$ cat src/rtl/mem_stage_pkg.sv
// rtl/mem_stage_pkg.sv - opcodes, latch layouts, FSM states and op classification for the MEM stage
//   Shared by mem_stage, mem_lane_align and the bench. The *_WIDTH constants
//   size the inter-stage latch ports.
package mem_stage_pkg;

    localparam int DATA_W = 32;
    localparam int OP_W   = 6;

    localparam logic [OP_W-1:0] NOP_I = 6'd0;
    localparam logic [OP_W-1:0] ADD_I = 6'd1;
    localparam logic [OP_W-1:0] SUB_I = 6'd2;
    localparam logic [OP_W-1:0] AND_I = 6'd3;
    localparam logic [OP_W-1:0] OR_I  = 6'd4;
    localparam logic [OP_W-1:0] XOR_I = 6'd5;
    localparam logic [OP_W-1:0] LUI_I = 6'd6;
    localparam logic [OP_W-1:0] JAL_I = 6'd7;
    localparam logic [OP_W-1:0] BEQ_I = 6'd8;
    localparam logic [OP_W-1:0] BNE_I = 6'd9;
    localparam logic [OP_W-1:0] LW_I  = 6'd10;
    localparam logic [OP_W-1:0] LH_I  = 6'd11;
    localparam logic [OP_W-1:0] LHU_I = 6'd12;
    localparam logic [OP_W-1:0] LB_I  = 6'd13;
    localparam logic [OP_W-1:0] LBU_I = 6'd14;
    localparam logic [OP_W-1:0] SW_I  = 6'd15;
    localparam logic [OP_W-1:0] SH_I  = 6'd16;
    localparam logic [OP_W-1:0] SB_I  = 6'd17;

    typedef enum logic {
        STATE_IDLE = 1'b0,
        STATE_WAIT = 1'b1
    } state_t;

    typedef struct packed {
        logic [DATA_W-1:0] inst;
        logic [DATA_W-1:0] pc;
        logic [OP_W-1:0]   op_i;
        logic [DATA_W-1:0] inst_count;
        logic [4:0]        reg_dest;
        logic [DATA_W-1:0] result;
        logic [DATA_W-1:0] store_data;
        logic [DATA_W-1:0] bus_canary;
    } agex_latch_t;

    typedef struct packed {
        logic [DATA_W-1:0] inst;
        logic [DATA_W-1:0] pc;
        logic [OP_W-1:0]   op_i;
        logic [DATA_W-1:0] inst_count;
        logic [4:0]        reg_dest;
        logic [DATA_W-1:0] wb_val;
        logic              wr_reg;
        logic              mem_err;
        logic [DATA_W-1:0] bus_canary;
    } mem_latch_t;

    localparam int AGEX_latch_WIDTH       = $bits(agex_latch_t);
    localparam int MEM_latch_WIDTH        = $bits(mem_latch_t);
    localparam int from_MEM_to_AGEX_WIDTH = 1 + 1 + 5 + DATA_W;
    localparam int from_MEM_to_DE_WIDTH   = 1 + 1 + 5;

    function automatic logic is_load(input logic [OP_W-1:0] op);
        return (op == LW_I) || (op == LH_I) || (op == LHU_I) || (op == LB_I) || (op == LBU_I);
    endfunction

    function automatic logic is_store(input logic [OP_W-1:0] op);
        return (op == SW_I) || (op == SH_I) || (op == SB_I);
    endfunction

    function automatic logic is_half(input logic [OP_W-1:0] op);
        return (op == LH_I) || (op == LHU_I) || (op == SH_I);
    endfunction

    function automatic logic is_word(input logic [OP_W-1:0] op);
        return (op == LW_I) || (op == SW_I);
    endfunction

    // Branches, NOP and stores leave the register file untouched.
    function automatic logic writes_reg(input logic [OP_W-1:0] op);
        return !((op == NOP_I) || (op == BEQ_I) || (op == BNE_I) || is_store(op));
    endfunction

endpackage

$ cat src/rtl/mem_lane_align.sv
// rtl/mem_lane_align.sv - store lane replication / byte enables and load lane extract / extension
//   i_op, i_lane      : opcode and address low bits selecting the byte lane
//   i_store_data      : rs2 value of a store
//   i_rdata           : word returned by memory
//   o_be, o_wdata     : byte enables and replicated store data
//   o_load_val        : extracted and extended load result
module mem_lane_align
    import mem_stage_pkg::*;
(
    input  logic [OP_W-1:0]   i_op,
    input  logic [1:0]        i_lane,
    input  logic [DATA_W-1:0] i_store_data,
    input  logic [DATA_W-1:0] i_rdata,
    output logic [3:0]        o_be,
    output logic [DATA_W-1:0] o_wdata,
    output logic [DATA_W-1:0] o_load_val
);

    logic [7:0]  w_byte;
    logic [15:0] w_half;

    assign w_byte = i_rdata[{i_lane, 3'b000} +: 8];
    assign w_half = i_lane[1] ? i_rdata[31:16] : i_rdata[15:0];

    // Store data is replicated across all lanes so memory only needs the enables.
    always_comb begin
        o_be       = 4'b0000;
        o_wdata    = '0;
        o_load_val = '0;
        case (i_op)
            SB_I: begin
                o_be    = 4'b0001 << i_lane;
                o_wdata = {4{i_store_data[7:0]}};
            end
            SH_I: begin
                o_be    = i_lane[1] ? 4'b1100 : 4'b0011;
                o_wdata = {2{i_store_data[15:0]}};
            end
            SW_I: begin
                o_be    = 4'b1111;
                o_wdata = i_store_data;
            end
            LB_I: begin
                o_be       = 4'b1111;
                o_load_val = {{24{w_byte[7]}}, w_byte};
            end
            LBU_I: begin
                o_be       = 4'b1111;
                o_load_val = {24'd0, w_byte};
            end
            LH_I: begin
                o_be       = 4'b1111;
                o_load_val = {{16{w_half[15]}}, w_half};
            end
            LHU_I: begin
                o_be       = 4'b1111;
                o_load_val = {16'd0, w_half};
            end
            LW_I: begin
                o_be       = 4'b1111;
                o_load_val = i_rdata;
            end
            default: begin
                o_be = 4'b0000;
            end
        endcase
    end

endmodule

$ cat src/rtl/mem_stage.sv
// rtl/mem_stage.sv - MEM pipeline stage: data-memory access over req/ready, MEM latch, hazard info
//   clk, reset (async, active-low)
//   from_AGEX_latch   : incoming op, held by AGEX while stall is raised
//   dmem_*            : memory request channel; request held until dmem_ready
//   MEM_latch_out     : latch towards WB
//   from_MEM_to_AGEX  : {stall, fwd_valid, fwd_reg, fwd_val}
//   from_MEM_to_DE    : {stall, busy_reg_valid, busy_reg}
module mem_stage
    import mem_stage_pkg::*;
#(
    parameter int DBITS          = DATA_W,
    parameter int TIMEOUT_CYCLES = 64
) (
    input  logic                              clk,
    input  logic                              reset,
    input  logic [AGEX_latch_WIDTH-1:0]       from_AGEX_latch,
    output logic                              dmem_req,
    output logic                              dmem_we,
    output logic [DBITS-1:0]                  dmem_addr,
    output logic [DBITS-1:0]                  dmem_wdata,
    output logic [3:0]                        dmem_be,
    input  logic                              dmem_ready,
    input  logic [DBITS-1:0]                  dmem_rdata,
    output logic [MEM_latch_WIDTH-1:0]        MEM_latch_out,
    output logic [from_MEM_to_AGEX_WIDTH-1:0] from_MEM_to_AGEX,
    output logic [from_MEM_to_DE_WIDTH-1:0]   from_MEM_to_DE
);

    localparam int               CNT_W    = (TIMEOUT_CYCLES > 1) ? $clog2(TIMEOUT_CYCLES) : 1;
    localparam logic [CNT_W-1:0] CNT_LAST = CNT_W'(TIMEOUT_CYCLES - 1);

    agex_latch_t      w_in;
    mem_latch_t       r_latch;
    mem_latch_t       w_latch_next;
    state_t           r_state;
    state_t           w_state_next;
    logic [CNT_W-1:0] r_cnt;
    logic [CNT_W-1:0] w_cnt_next;

    logic             w_is_load;
    logic             w_is_store;
    logic             w_is_mem;
    logic             w_misaligned;
    logic             w_access;
    logic             w_req;
    logic             w_stall;
    logic             w_timeout;
    logic             w_busy;
    logic [3:0]       w_be;
    logic [DATA_W-1:0] w_wdata;
    logic [DATA_W-1:0] w_load_val;

    assign w_in         = from_AGEX_latch;
    assign w_is_load    = is_load(w_in.op_i);
    assign w_is_store   = is_store(w_in.op_i);
    assign w_is_mem     = w_is_load | w_is_store;
    assign w_misaligned = (is_half(w_in.op_i) && w_in.result[0]) ||
                          (is_word(w_in.op_i) && (w_in.result[1:0] != 2'b00));
    assign w_access     = w_is_mem && !w_misaligned;

    mem_lane_align u_lane_align (
        .i_op         (w_in.op_i),
        .i_lane       (w_in.result[1:0]),
        .i_store_data (w_in.store_data),
        .i_rdata      (dmem_rdata),
        .o_be         (w_be),
        .o_wdata      (w_wdata),
        .o_load_val   (w_load_val)
    );

    // The op stays on from_AGEX_latch for the whole access because AGEX is
    // stalled, so WAIT re-derives the request from the input each cycle.
    always_comb begin
        w_state_next = r_state;
        w_cnt_next   = r_cnt;
        w_req        = 1'b0;
        w_stall      = 1'b0;
        w_timeout    = 1'b0;
        case (r_state)
            STATE_IDLE: begin
                if (w_access) begin
                    w_req = 1'b1;
                    if (!dmem_ready) begin
                        w_stall      = 1'b1;
                        w_state_next = STATE_WAIT;
                    end
                end
            end
            STATE_WAIT: begin
                w_req = 1'b1;
                if (dmem_ready) begin
                    w_state_next = STATE_IDLE;
                    w_cnt_next   = '0;
                end else if (r_cnt == CNT_LAST) begin
                    // Abort: the op leaves with an error this edge and req drops.
                    w_timeout    = 1'b1;
                    w_state_next = STATE_IDLE;
                    w_cnt_next   = '0;
                end else begin
                    w_stall    = 1'b1;
                    w_cnt_next = r_cnt + 1'b1;
                end
            end
            default: begin
                w_state_next = STATE_IDLE;
                w_cnt_next   = '0;
            end
        endcase
    end

    always_comb begin
        w_latch_next = '0;
        if (!w_stall) begin
            w_latch_next.inst       = w_in.inst;
            w_latch_next.pc         = w_in.pc;
            w_latch_next.op_i       = w_in.op_i;
            w_latch_next.inst_count = w_in.inst_count;
            w_latch_next.reg_dest   = w_in.reg_dest;
            w_latch_next.bus_canary = w_in.bus_canary;
            if (w_timeout || (w_is_mem && w_misaligned)) begin
                w_latch_next.mem_err = 1'b1;
            end else if (w_is_load) begin
                w_latch_next.wb_val = w_load_val;
                w_latch_next.wr_reg = (w_in.reg_dest != 5'd0);
            end else if (!w_is_store) begin
                w_latch_next.wb_val = w_in.result;
                w_latch_next.wr_reg = writes_reg(w_in.op_i) && (w_in.reg_dest != 5'd0);
            end
        end
    end

    always_ff @(posedge clk or negedge reset) begin
        if (!reset) begin
            r_state <= STATE_IDLE;
            r_cnt   <= '0;
            r_latch <= '0;
        end else begin
            r_state <= w_state_next;
            r_cnt   <= w_cnt_next;
            r_latch <= w_latch_next;
        end
    end

    // Request and stall are gated by reset so an abandoned access is
    // withdrawn the moment reset asserts, not at the next edge.
    assign dmem_req   = reset & w_req;
    assign dmem_we    = dmem_req & w_is_store;
    assign dmem_be    = dmem_req ? w_be : 4'b0000;
    assign dmem_addr  = {w_in.result[DATA_W-1:2], 2'b00};
    assign dmem_wdata = w_wdata;

    assign w_busy = reset && (r_state == STATE_WAIT) && w_is_load && (w_in.reg_dest != 5'd0);

    assign MEM_latch_out    = r_latch;
    assign from_MEM_to_AGEX = {reset & w_stall, r_latch.wr_reg, r_latch.reg_dest, r_latch.wb_val};
    assign from_MEM_to_DE   = {reset & w_stall, w_busy, w_busy ? w_in.reg_dest : 5'd0};

endmodule

$ cat config.mk
export PLATFORM = sky130hd
export DESIGN_NAME = mem_stage
export DESIGN_NICKNAME = d
export VERILOG_FILES = /design/src/rtl/mem_stage_pkg.sv /design/src/rtl/mem_lane_align.sv /design/src/rtl/mem_stage.sv
export SDC_FILE = /design/constraint.sdc
export NUM_CORES = 1
export LEC_CHECK = 0
export ABC_AREA = 1
export BUFFER_PORTS_ARGS = -buffer_cell sky130_fd_sc_hd__clkbuf_2
export CAP_MARGIN = 20
export CORE_AREA = 10 10 198 200
export CTS_BUF_LIST = sky130_fd_sc_hd__clkbuf_8 sky130_fd_sc_hd__clkbuf_16
export CTS_CLUSTER_DIAMETER = 200
export CTS_CLUSTER_SIZE = 20
export DETAILED_ROUTE_END_ITERATION = 12
export DIE_AREA = 0 0 208 210
export HOLD_SLACK_MARGIN = 0.1
export SYNTH_ARGS = -nofsm -noshare
export SYNTH_HDL_FRONTEND = slang
export SYNTH_HIERARCHICAL = 1
export SYNTH_SLANG_ARGS = --single-unit
export TNS_END_PERCENT = 50
$ cat constraint.sdc
create_clock -name clk -period 2.3 [get_ports clk]
set_input_delay 0.115 -clock clk [delete_from_list [all_inputs] [get_ports clk]]
set_output_delay 0.115 -clock clk [all_outputs]
set_load 0.03 [all_outputs]
==> impl_metrics.csv, run 1 <==
group,metric,value,unit
outcome,status,"finished clean",
pwr,swShare,36.1,%
critical_path,critPathKind,"reg -> out",
placement,gp_congestion,0.914,
critical_path,rrSetupSlack,0.30,ns
die,core_area,0.0352,mm2
placement,io_buffers,524,
die,dieArea,0.0437,mm2
pwr,p_leak,7.96,nW
synth,synth_cell_types,31,
synth,yosysSeqAreaShare,48.9,%
timing,skew,0.0102,ns
worst_hold_path,hp-class,"in -> reg",
timing,tightestPinTransition,0.838,ns
drt,wl_per_cell,18.0,um
drt,wl,40000,um
timing,holdWs,0.157,ns
timing,fin_setup_tns,0,ns
grt,grtUsageTotal,17.5,%
grt,gr-total-overflow,0,
die,fp.dieH,210,um
cells_and_area,design_area,0.0139,mm2
timing,period_share,93.0,%
timing,min_period,2.14,ns
critical_path,ff2ff_path_depth,7,
placement,pre_cts_ws,0.323,ns
grt,grt_max_degree,106,
synth,synthCells,1158,
synth,ys_top_cells_by_area,"dfrtp_1 (49%), a21oi_1 (9.8%), nand2_1 (9.7%)",
drt,vias,9825,
worst_hold_path,min_path_cells,7,
cts,cts.path.max_buffers,2,
die,die_x,208,um
grt,antenna_found_initial,3,
synth,synth.cell_area,0.00921,mm2
synth,yosysWarnings,6,
critical_path,crit-reg2reg-capture,"MEM_latch_out[112]",
synth,yosys_register_bits,180,
cells_and_area,final_nets,1988,
pwr,combPwrFrac,27.9,%
pwr,switching_power,3.25,mW
pwr,p_per_area,646,mW/mm2
timing,rsz0062_at_grt,"true",
timing,relSlewSlack,44.0,%
cts,ctsHtreeMaxLevel,4,
critical_path,required,2.18,ns
pwr,peakVddDrop,445,uV
synth,yosysMostFrequentCell,"nand2_1",
placement,placed_cell_area,0.0116,mm2
drt,drt-initial-drc-count,675,
timing,setup_slack,0.160,ns
drt,drc,0,
synth,synth-async-reset-ratio,100,%
cts,clk_pin_slew,0.07,ns
cts,insertion_delay,0.42,ns
synth,synth_top_area_share,48.9,%
timing,finalSetupViolations,0,
cts,clock-sinks,180,
cells_and_area,final_layout_size_suffix_gt1_share,34.3,%
cts,cts_tree,"built",
synth,dominantRegCellSynth,"dfrtp_1",
critical_path,reg2reg_from,"r_cnt[0]",
synth,synth_edf_count,0,
drt,vias_per_cell,4.42,
synth,yosysTopAreaCell,"dfrtp_1",
timing,final-hold-violation-count,0,
critical_path,start_kind,"flop",
flow_run,maxCapViolCount,0,
placement,dp_hpwl,30600,um
critical_path,path_max_fanout,4,
pwr,p_clk_share,32.0,%
pwr,p_int,5.76,mW
grt,grt_pass1_vias,10300,
worst_hold_path,hold_path_end,"MEM_latch_out[34]",
cells_and_area,syn_to_final_growth,51.5,%
critical_path,cp.arrival,2.02,ns
die,placementRows,69,
cts,cts-root-buf,"clkbuf_16",
grt,grt_pass1_wl,60800,um
die,initial_utilization,26.1,%
critical_path,critPathCaptureType,"output pin",
die,ios,527,
worst_hold_path,hp-start,"dmem_rdata[0]",
timing,fmax,467,MHz
timing,final_max_slew_viol_count,0,
drt,antenna_left,0,
pwr,p_seq_share,40.1,%
cts,cts_buffers,17,
synth,synth_area_per_cell,7.95,um2
synth,synthTopCellsByCount,"nand2_1 (239), inv_1 (187), a21oi_1 (180), dfrtp_1 (180), nand3_1 (95)",
drt,drt_first_pass_iters,5,
==> layout make-up <==
| type | count | area [um2] |
|---|---|---|
| Timing Repair Buffer | 709 | 4520 |
| Tap cell | 461 | 577 |
| Multi-Input combinational cell | 642 | 3020 |
| Inverter | 199 | 747 |
| Clock buffer | 19 | 453 |
| Sequential cell | 180 | 4500 |
| Antenna cell | 1 | 2.50 |
| Fill cell | 3535 | 21300 |
| Clock inverter | 13 | 133 |
==> through the flow <==
stage / std cells / power, mW / util (%)
after floorplan: 1159 / 5.17 / -
after global placement: 2019 / 5.95 / 33.0
after detailed placement: 2019 / 5.97 / 33.0
after CTS: 2222 / 9.16 / 39.6
after global routing: 2224 / 9.49 / 39.6
final: 2224 / 9.01 / 39.6
==> state kept, by name (all words and copies together), names as in the netlist <==
register       cells
MEM_latch_out    173
r_cnt              6
r_state            1
==> logic make-up after synthesis <==
| logic type | share of synthesized area [%] |
|---|---|
| AOI/OAI and AO/OA | 12.9 |
| buffers and inverters | 18.8 |
| and+or+nand+nor | 19.2 |
| DFF | 48.9 |
| other | 0.0407 |
| adders and majority gates | 0.136 |
==> worst max path at each step <==
| stage | start | to | slack [ns] |
|---|---|---|---|
| after global placement | r_cnt[0] | from_MEM_to_AGEX[38] | 0.37 |
| after detailed placement | r_cnt[0] | from_MEM_to_AGEX[38] | 0.32 |
| after global routing | from_AGEX_latch[100] | from_MEM_to_DE[1] | 0.007 |
| after floorplan | r_cnt[0] | from_MEM_to_DE[6] | 0.24 |
| final | r_cnt[0] | from_MEM_to_DE[6] | 0.16 |
| after CTS | r_cnt[0] | from_MEM_to_AGEX[38] | 0.04 |
==> placed cells by master (no fill, tap or decap), types with 2 or more instances in the layout <==
| master | netlist | layout |
|---|---|---|
| a21oi_1 | 180 | 180 |
| buf_12 | 0 | 5 |
| buf_4 | 79 | 10 |
| clkbuf_16 | 0 | 17 |
| clkbuf_2 | 0 | 521 |
| clkbuf_8 | 0 | 3 |
| clkinv_4 | 0 | 4 |
| conb_1 | 1 | 2 |
| dfrtp_1 | 180 | 180 |
| dlygate4sd3_1 | 0 | 171 |
| inv_1 | 187 | 187 |
| inv_2 | 12 | 12 |
| inv_6 | 0 | 2 |
| inv_8 | 0 | 5 |
| nand2_1 | 239 | 238 |
| nand2_2 | 5 | 5 |
| nand3_1 | 95 | 95 |
| nand4_1 | 8 | 8 |
| nor2_1 | 47 | 46 |
| nor2_2 | 5 | 4 |
| nor2_4 | 4 | 6 |
| o211ai_1 | 8 | 8 |
| o21ai_0 | 32 | 32 |
| o21ai_1 | 4 | 4 |
| o21ai_2 | 2 | 2 |
==> per-layer routing <==
layer  GRT usage (%)  vias to the layer above  share of wire, %
met4            5.07                        4               1.8
met1            20.1                     4581                40
li1                -                     4726                 -
met2            30.3                      480                49
met3            6.14                       34               9.3
met5               0                        -             0.080
==> timing repair <==
item | 4_1_cts | 5_1_grt
endpoints found under the hold margin | 308 | 0
resized for setup | 3 | 5
endpoints found under the setup margin | 2 | 2
hold buffers | 171 | 0
pin swaps | 0 | 1
buffers inserted | 0 | 1
==> critical path, cell delays in order, from the launching register on <==
cell	delay [ns]
dfrtp_1	0.41
ha_1	0.24
nand3_1	0.14
nor2_1	0.10
a31oi_4	0.23
nand2_2	0.12
nor2_4	0.13
clkbuf_4	0.21
==> power by group through the flow <==
| stage | Clock, mW | Sequential [mW] | Combinational, mW |
|---|---|---|---|
| floorplan | 0 | 4.16 | 1.00 |
| global placement | 0 | 3.67 | 2.28 |
| detailed placement | 0 | 3.68 | 2.30 |
| CTS | 3.00 | 3.61 | 2.54 |
| global route | 3.14 | 3.64 | 2.70 |
| finish | 2.88 | 3.61 | 2.51 |
(Power assumes the default switching activity.)
==> run 2: changes to the inputs <==
Settings changed: PLACE_DENSITY set to 0.53.
==> impl_metrics.csv, run 2 (synthesized netlist as in run 1, its figures left out) <==
group,metric,value,unit
die,dieArea,0.0437,mm2
critical_path,worstPathCellList,"ha_1, nand3_1, nor2_1, a31oi_4, nand2_1, nor2_2, clkbuf_2",
critical_path,max_stage_delay,0.41,ns
critical_path,path_max_fanout,4,
drt,wl_per_cell,18.2,um
critical_path,critPathCaptureType,"output pin",
die,core_area,0.0352,mm2
critical_path,slowest_stage,"dfrtp_1",
critical_path,ff2ff_path_depth,6,
drt,wl,40400,um
outcome,status,"finished clean",
die,die_x,208,um
cts,clock-sinks,180,
worst_hold_path,hp-start,"from_AGEX_latch[88]",
placement,io_buffers,524,
drt,drt-initial-drc-count,679,
grt,antenna_found_initial,0,
pwr,p_leak,7.97,nW
timing,finalSetupViolations,0,
cts,cts.path.max_buffers,2,
timing,period_share,92.3,%
cts,ctsHtreeMaxLevel,4,
cells_and_area,fill_cells,3619,
grt,grtUsageTotal,17.8,%
worst_hold_path,min_path_cells,5,
timing,final-hold-violation-count,0,
critical_path,critPathKind,"reg -> out",
pwr,power,9.10,mW
cells_and_area,final_layout_size_suffix_gt1_share,34.4,%
timing,rsz0062_at_grt,"false",
cells_and_area,n_antenna_cell,0,
pwr,p_per_area,652,mW/mm2
cells_and_area,final_nets,1989,
critical_path,cp.arrival,2.01,ns
cells_and_area,final_cell_mix,"clkbuf_2 (523), nand2_1 (239), inv_1 (187)",
grt,grt_pass1_vias,10500,
cells_and_area,final_common_cell,"clkbuf_2",
pwr,peakVddDrop,453,uV
cts,clk_pin_slew,0.07,ns
worst_hold_path,hp-class,"in -> reg",
cells_and_area,largest_reg_flops,173,
critical_path,required,2.18,ns
die,ios,527,
die,placementRows,69,
critical_path,rrSetupSlack,0.35,ns
placement,dp_hpwl,30400,um
cts,cts_tree,"built",
die,fp.dieH,210,um
timing,skew,0.0202,ns
grt,gr-total-overflow,0,
critical_path,reg2reg_from,"r_cnt[0]",
drt,drc,0,
timing,fmax,471,MHz
timing,fin_setup_tns,0,ns
drt,vias,9753,
timing,relSlewSlack,39.2,%
critical_path,crit-reg2reg-capture,"MEM_latch_out[53]",
critical_path,start_kind,"flop",
drt,drt_first_pass_iters,6,
die,initial_utilization,26.1,%
drt,vias_per_cell,4.39,
worst_hold_path,hold_path_end,"MEM_latch_out[58]",
placement,gp_congestion,0.887,
cts,insertion_delay,0.43,ns
cts,cts_buffers,17,
grt,grt_max_degree,142,
timing,final_max_slew_viol_count,0,
flow_run,maxCapViolCount,0,
cts,cts-root-buf,"clkbuf_16",
grt,grt_pass1_wl,62300,um
timing,min_period,2.12,ns
cells_and_area,syn_to_final_growth,51.5,%
drt,antenna_left,0,
timing,tightestPinTransition,0.912,ns
run 2: final cells by class:
cell class	count	area [um2]	area share [%]
Timing Repair Buffer	710	4510	32.3
Sequential cell	180	4500	32.3
Multi-Input combinational cell	642	3010	21.6
Inverter	199	747	5.35
Tap cell	461	577	4.13
Clock buffer	17	425	3.05
Clock inverter	15	176	1.26
run 2: worst max path at each step:
| stage | from | end | slack (ns) | cells after the start |
|---|---|---|---|---|
| final | r_cnt[0] | from_MEM_to_AGEX[38] | 0.18 | 7 |
| after global routing | r_cnt[0] | from_MEM_to_AGEX[38] | 0.04 | 7 |
| after CTS | r_cnt[0] | from_MEM_to_DE[6] | 0.01 | 7 |
| after detailed placement | from_AGEX_latch[138] | dmem_be[1] | 0.24 | 11 |
| after global placement | from_AGEX_latch[138] | dmem_be[2] | 0.29 | 11 |
| after floorplan | r_cnt[0] | from_MEM_to_DE[6] | 0.24 | 8 |
run 2: through the flow:
stage	hold slack (ns)	cell area (um2)	util (%)	instances	worst slack, ns
2_1_floorplan	-0.181	9210	-	1159	0.236
5_1_grt	0.139	13900	39.6	2224	0.0406
3_5_place_dp	0.0531	11600	33.1	2022	0.244
6_report	0.113	13900	39.6	2224	0.177
3_3_place_gp	0.0478	11600	33.1	2022	0.290
4_1_cts	0.113	13900	39.6	2222	0.0104
run 2: layer usage:
layer / vias up / track usage (%) / share of wire (%)
met1: 4543 / 21.3 / 41
met2: 441 / 31.1 / 50
met5: - / 0 / 0
met4: 0 / 4.62 / 1.8
met3: 29 / 4.79 / 7.3
li1: 4740 / - / -
run 2: worst max-delay path: cells and delay by family (launching register included):
| family | cells | cell delay, ns |
|---|---|---|
| adders and majority gates | 1 | 0.24 |
| and+or+nand+nor | 4 | 0.49 |
| AOI/OAI and AO/OA | 1 | 0.19 |
| DFF | 1 | 0.41 |
| buffers and inverters | 1 | 0.24 |
run 2: repair_timing:
item / in CTS / in global routing
buffers inserted: 0 / 2
hold endpoints to repair: 210 / 0
hold buffers: 168 / 0
endpoints found under the setup margin: 0 / 2
gates resized for setup: 0 / 1
run 2: report_power, final:
| group | switching, mW | leakage [nW] | internal (mW) |
|---|---|---|---|
| logic | 1.72 | 5.51 | 0.804 |
| registers | 0.146 | 2.18 | 3.45 |
| clock network | 1.51 | 0.291 | 1.48 |
